File: src/rtl/playback_timer.sv
// playback_timer: elapsed-seconds counter with seek, end-of-track limit and BCD digits
//   clk, reset (async, active-low)         clock and reset
//   count, clear                           run/pause, synchronous return to 0:00
//   seek_valid, seek_dir, seek_secs        one-cycle seek request (dir 1 = backward)
//   limit_secs                             track length, 0 = MAX_SECS
//   seconds0, seconds1, minutes            BCD display digits of elapsed (or remaining)
//   elapsed, tick, done                    binary seconds, per-second pulse, at-limit flag
//   PLAYBACK_TIMER_REMAINING_EN            adds show_remaining: digits show limit - elapsed
module playback_timer #(
   parameter int TICK_DIV   = 50000000,
   parameter int MIN_DIGITS = 1,
   parameter int SEEK_W     = 6,
   parameter int SECS_W     = 10
) (
   input  logic                    clk,
   input  logic                    reset,
   input  logic                    count,
   input  logic                    clear,
   input  logic                    seek_valid,
   input  logic                    seek_dir,
   input  logic [SEEK_W-1:0]       seek_secs,
   input  logic [SECS_W-1:0]       limit_secs,
`ifdef PLAYBACK_TIMER_REMAINING_EN
   input  logic                    show_remaining,
`endif
   output logic [3:0]              seconds0,
   output logic [3:0]              seconds1,
   output logic [4*MIN_DIGITS-1:0] minutes,
   output logic [SECS_W-1:0]       elapsed,
   output logic                    tick,
   output logic                    done
);
   localparam int PW = $clog2(TICK_DIV);
   localparam logic [SECS_W-1:0] MAX_SECS = SECS_W'(60 * 10**MIN_DIGITS - 1);
   typedef enum logic [1:0] {PAUSED, RUNNING, DONE} state_t;
   state_t state, state_n;
   logic [PW-1:0] pre, pre_n;
   logic [SECS_W-1:0] lim, el_n, disp, secs, mins;
   logic [SECS_W:0] e1, s1, nx;
   logic sec_ev;
   assign lim    = (limit_secs == '0 || limit_secs > MAX_SECS) ? MAX_SECS : limit_secs;
   assign sec_ev = state == RUNNING && pre == PW'(TICK_DIV - 1);
   assign e1     = {1'b0, elapsed};
   assign s1     = (SECS_W+1)'(seek_secs);
   // clear beats seek beats second event; the final clamp also pulls elapsed
   // back to the limit when limit_secs is lowered underneath it
   always_comb begin
      nx      = clear ? '0 : seek_valid ? (seek_dir ? (e1 >= s1 ? e1 - s1 : '0) : e1 + s1) : sec_ev ? e1 + (SECS_W+1)'(1) : e1;
      el_n    = nx > {1'b0, lim} ? lim : nx[SECS_W-1:0];
      state_n = el_n == lim ? DONE : count ? RUNNING : PAUSED;
      pre_n   = clear ? '0 : state != RUNNING ? pre : sec_ev ? '0 : pre + PW'(1);
   end
   always_ff @(posedge clk or negedge reset)
      if (!reset) begin
         state   <= PAUSED;
         pre     <= '0;
         elapsed <= '0;
         tick    <= 1'b0;
         done    <= 1'b0;
      end else begin
         state   <= state_n;
         pre     <= pre_n;
         elapsed <= el_n;
         tick    <= sec_ev && !clear && !seek_valid;
         done    <= el_n == lim;
      end
`ifdef PLAYBACK_TIMER_REMAINING_EN
   assign disp = show_remaining ? (elapsed > lim ? '0 : lim - elapsed) : elapsed;
`else
   assign disp = elapsed;
`endif
   assign secs     = disp % SECS_W'(60);
   assign mins     = disp / SECS_W'(60);
   assign seconds0 = 4'(secs % SECS_W'(10));
   assign seconds1 = 4'(secs / SECS_W'(10));
   for (genvar i = 0; i < MIN_DIGITS; i++) begin : g_min
      assign minutes[4*i +: 4] = 4'((mins / SECS_W'(10**i)) % SECS_W'(10));
   end
endmodule
File: config.mk
export PLATFORM = sky130hd
export DESIGN_NAME = playback_timer
export DESIGN_NICKNAME = d
export VERILOG_FILES = /design/src/rtl/playback_timer.sv
export SDC_FILE = /design/constraint.sdc
export NUM_CORES = 1
export LEC_CHECK = 0
export CAP_MARGIN = 20
export CORE_ASPECT_RATIO = 1.2
export CORE_MARGIN = 1
export CORE_UTILIZATION = 35
export CTS_BUF_LIST = sky130_fd_sc_hd__clkbuf_8
export CTS_CLUSTER_SIZE = 8
export DETAILED_ROUTE_END_ITERATION = 7
export PLACE_DENSITY = 0.57
export SLEW_MARGIN = 20
export SYNTH_ARGS = -nofsm -noshare
export SYNTH_HDL_FRONTEND = slang
export SYNTH_SLANG_ARGS = --single-unit
File: constraint.sdc
create_clock -name clk -period 3.86 [get_ports clk]
set_input_delay 0.965 -clock clk [delete_from_list [all_inputs] [get_ports clk]]
set_output_delay 0.965 -clock clk [all_outputs]
set_load 0.02 [all_outputs]
==> run_results.csv <==
group,metric,value,unit
setup_path,cpLargestDelayFamily,"compound AO/OA/AOI/OAI gates",
layout,drive_above_1_share,0.401,
clocking,cts_root_buffer,"clkbuf_8",
pwr,leakagePower,3.49,nW
clocking,clk_latency,300,ps
logic_synthesis,netlist.area_leader.share,0.204,
logic_synthesis,yosysSeqAreaShare,0.204,
place,gp_congestion,0.939,
flow_run,maxCapViolCount,0,
setup_path,path_cells,"o211ai_1 > buf_4 > xor2_4 > a21o_1 > a31oi_4 > or3_4 > nand2_4 > mux2i_4 > xor2_2 > inv_2 > ha_4 > a22oi_2 > buf_6",
routing,drt_wl_total,17000,um
floorplan,fp.dieArea,14100,um2
logic_synthesis,synth.distinct_cells,83,
layout,final_core_util,0.582,
floorplan,dieHeight,130,um
pwr,finalPower,5.18,mW
logic_synthesis,syn_nets,681,
clocking,path_clk_slew,80,ps
routing,wl_per_cell,16.4,um
hold_path,min_path_type,"flop to flop",
logic_synthesis,netlist_instances,628,
sta,timing.fmax,241,MHz
setup_path,cp.required,2890,ps
setup_path,endpoint_kind,"output port",
global_routing,grt_pass1_wl,27100,um
logic_synthesis,ys.flop_type,"dfrtp_1",
clocking,cts_tree,"done",
logic_synthesis,synth_seq_cells,39,
sta,rsz0062_at_grt,"true",
setup_path,path_class,"flop to output port",
layout,areaGrowthSynthToFinish,61.4,%
layout,antennaDiodeCount,0,
place,dpl_worst_slack,-1230,ps
setup_path,startpoint_type,"flop",
sta,tightest_slew,879,ps
routing,num_vias,5680,
sta,hold_viol,0,
floorplan,fp.dieW,109,um
routing,postRouteAntennaNets,0,
setup_path,cp_max_fo,7,
pwr,ir_drop,1.20,mV
sta,timing.final.ws_setup,-297,ps
outcome,violations,"setup timing",
sta,fin_worst_skew,9.45,ps
logic_synthesis,async_flop_share,1.00,
logic_synthesis,synth.area.top_cells,"dfrtp_1 20%, ha_1 7.6%, nand2_1 4.7%",
routing,drtIter0Drc,273,
setup_path,cp_slowest_stage_delay,500,ps
sta,min_period_over_period,1.08,
logic_synthesis,synth_edf_count,0,
setup_path,critPathBufInv,3,
clocking,htree_num_levels,2,
sta,drv_slew,0,
logic_synthesis,yosys_warnings,0,
floorplan,std_cell_rows,46,
floorplan,initial_core_util,0.361,
clocking,cts-buffers-inserted,5,
layout,fin_nets,918,
global_routing,grt_pass1_vias,5624,
logic_synthesis,synth_top_area_cell,"dfrtp_1",
sta,max_slew_margin,0.414,
routing,dr.pass1.iters,5,
logic_synthesis,syn_area,4780,um2
pwr,power.density,672,nW/um2
global_routing,grt_max_degree,40,
clocking,ctsHoldBuffers,0,
routing,drc,0,
setup_path,crit_slowest_cell,"dfrtp_2",
clocking,clk_path_buf_depth,2,
place,io_buffer_count,44,
sta,setup_viol_count_final,17,
global_routing,antenna_found_initial,0,
floorplan,io_pins,46,
logic_synthesis,syn_avg_cell_area,7.60,um2
sta,post-route-min-period,4160,ps
place,hpwlAfterDp,12900,um
floorplan,core_area,13200,um2
global_routing,overflow,0,
setup_path,arrival,3190,ps
clocking,clkSinkCount,39,
global_routing,grt_usage,0.243,
routing,viasPerCell,5.49,
outcome,status,"complete, but fails checks",
## worst register-to-register path, cell delays in order (launching register included)
cell,delay [ps]
dfrtp_2,500
buf_6,160
buf_6,110
ha_4,290
nand2_2,50
or3_4,390
nand2_4,100
nor2_4,40
or3_4,320
a221o_1,390
inv_2,80
ha_4,190
o21a_1,100
o21a_1,160
o21a_1,170
o21a_1,160
o21ai_1,150
nand2_1,120
a21oi_4,200
buf_6,160
mux2i_2,200
## registers in the layout, indices dropped and copies added, names as in the netlist
register and count:
elapsed 10, pre 26, done 1, tick 1, state 1
## through the flow
step | instance area [um2] | hold WS, ps | cells | TNS (ps)
4_1_cts | 7490 | 513 | 1025 | -3860
5_1_grt | 7710 | 528 | 1034 | -6460
3_5_place_dp | 6750 | 496 | 991 | -17730
2_1_floorplan | 4890 | 453 | 628 | -5220
3_3_place_gp | 6750 | 488 | 991 | -16360
6_report | 7710 | 514 | 1034 | -4030
## cells in the final DEF, fill, tap and decap left out, types with 6 or more instances in the layout
cell type,n
clkbuf_8,6
nand2_1,54
nor3_1,13
xor2_1,16
buf_4,206
inv_1,31
nand3_1,25
a31oi_1,7
o211ai_1,7
buf_6,21
o31ai_1,8
dfrtp_2,6
o21a_1,8
a21o_1,6
clkdlybuf4s50_1,27
a21oi_1,27
nand4_1,14
mux2i_1,11
o21ai_0,33
ha_1,19
ha_4,10
dfrtp_1,33
nor2_1,59
and3_1,9
a211o_1,6
or3_1,8
xnor2_1,24
## final cells by class
class	instances	area (um2)
Inverter	39	166
Multi-Input combinational cell	513	4000
Clock inverter	2	38.8
Clock buffer	6	82.6
Timing Repair Buffer	267	2230
Sequential cell	39	983
Fill cell	1182	5530
Tap cell	168	210
## metal layers
metal,part of all wire,vias up,track usage
met5,0,-,0
met2,0.51,132,0.451
li1,-,2774,-
met3,0.025,38,0.0155
met1,0.42,2736,0.282
met4,0.037,0,0.112
## kinds of logic (layout without fill, tap and decap cells)
group / count (synthesis) / after routing / share of synthesized area
fa+ha+maj: 32 / 32 / 0.0865
simple gates: 243 / 243 / 0.263
compound gates: 176 / 176 / 0.257
mux: 18 / 18 / 0.0411
xor+xnor: 43 / 43 / 0.0789
other cells: 1 / 1 / 0.000785
flops: 39 / 39 / 0.204
buf+inv: 76 / 314 / 0.0681
## repair_timing
item                       CTS  global route
gates resized for setup    154            35
setup endpoints to repair   22            20
buffers inserted            27            11
pin swaps                   48            34
## final timing paths
kind,slack [ps],to,cells past startpoint,startpoint
min reg2reg,510,pre[23],1,pre[23]
max,-300,seconds0[2],13,elapsed[5]
min,510,pre[23],1,pre[23]
max reg2reg,-260,elapsed[9],20,elapsed[5]
max in group asynchronous,2470,elapsed[6],1,reset
min in group asynchronous,780,pre[2],1,reset
## power breakdown
| part | internal [mW] | switching [mW] |
|---|---|---|
| sequential | 0.460 | 0.0864 |
| combinational | 2.23 | 2.04 |
| clock | 0.213 | 0.155 |
## synthesized netlist by cell type, types with 6 or more instances
master,count
clkbuf_1,17
inv_1,37
a21oi_1,32
ha_1,29
nand4_1,14
a211o_1,6
o21ai_0,39
a31oi_1,11
xnor2_1,25
nand2_1,60
and2_1,7
and3_1,10
mux2i_1,14
o31ai_1,9
or3_1,10
xor2_1,18
nor2b_1,6
o211ai_1,7
dfrtp_1,39
buf_2,9
buf_4,7
nor2_1,60
o21a_1,8
a21o_1,6
nand3_1,27
nor3_1,15
No activity file was read; power rests on OpenSTA's default activity.
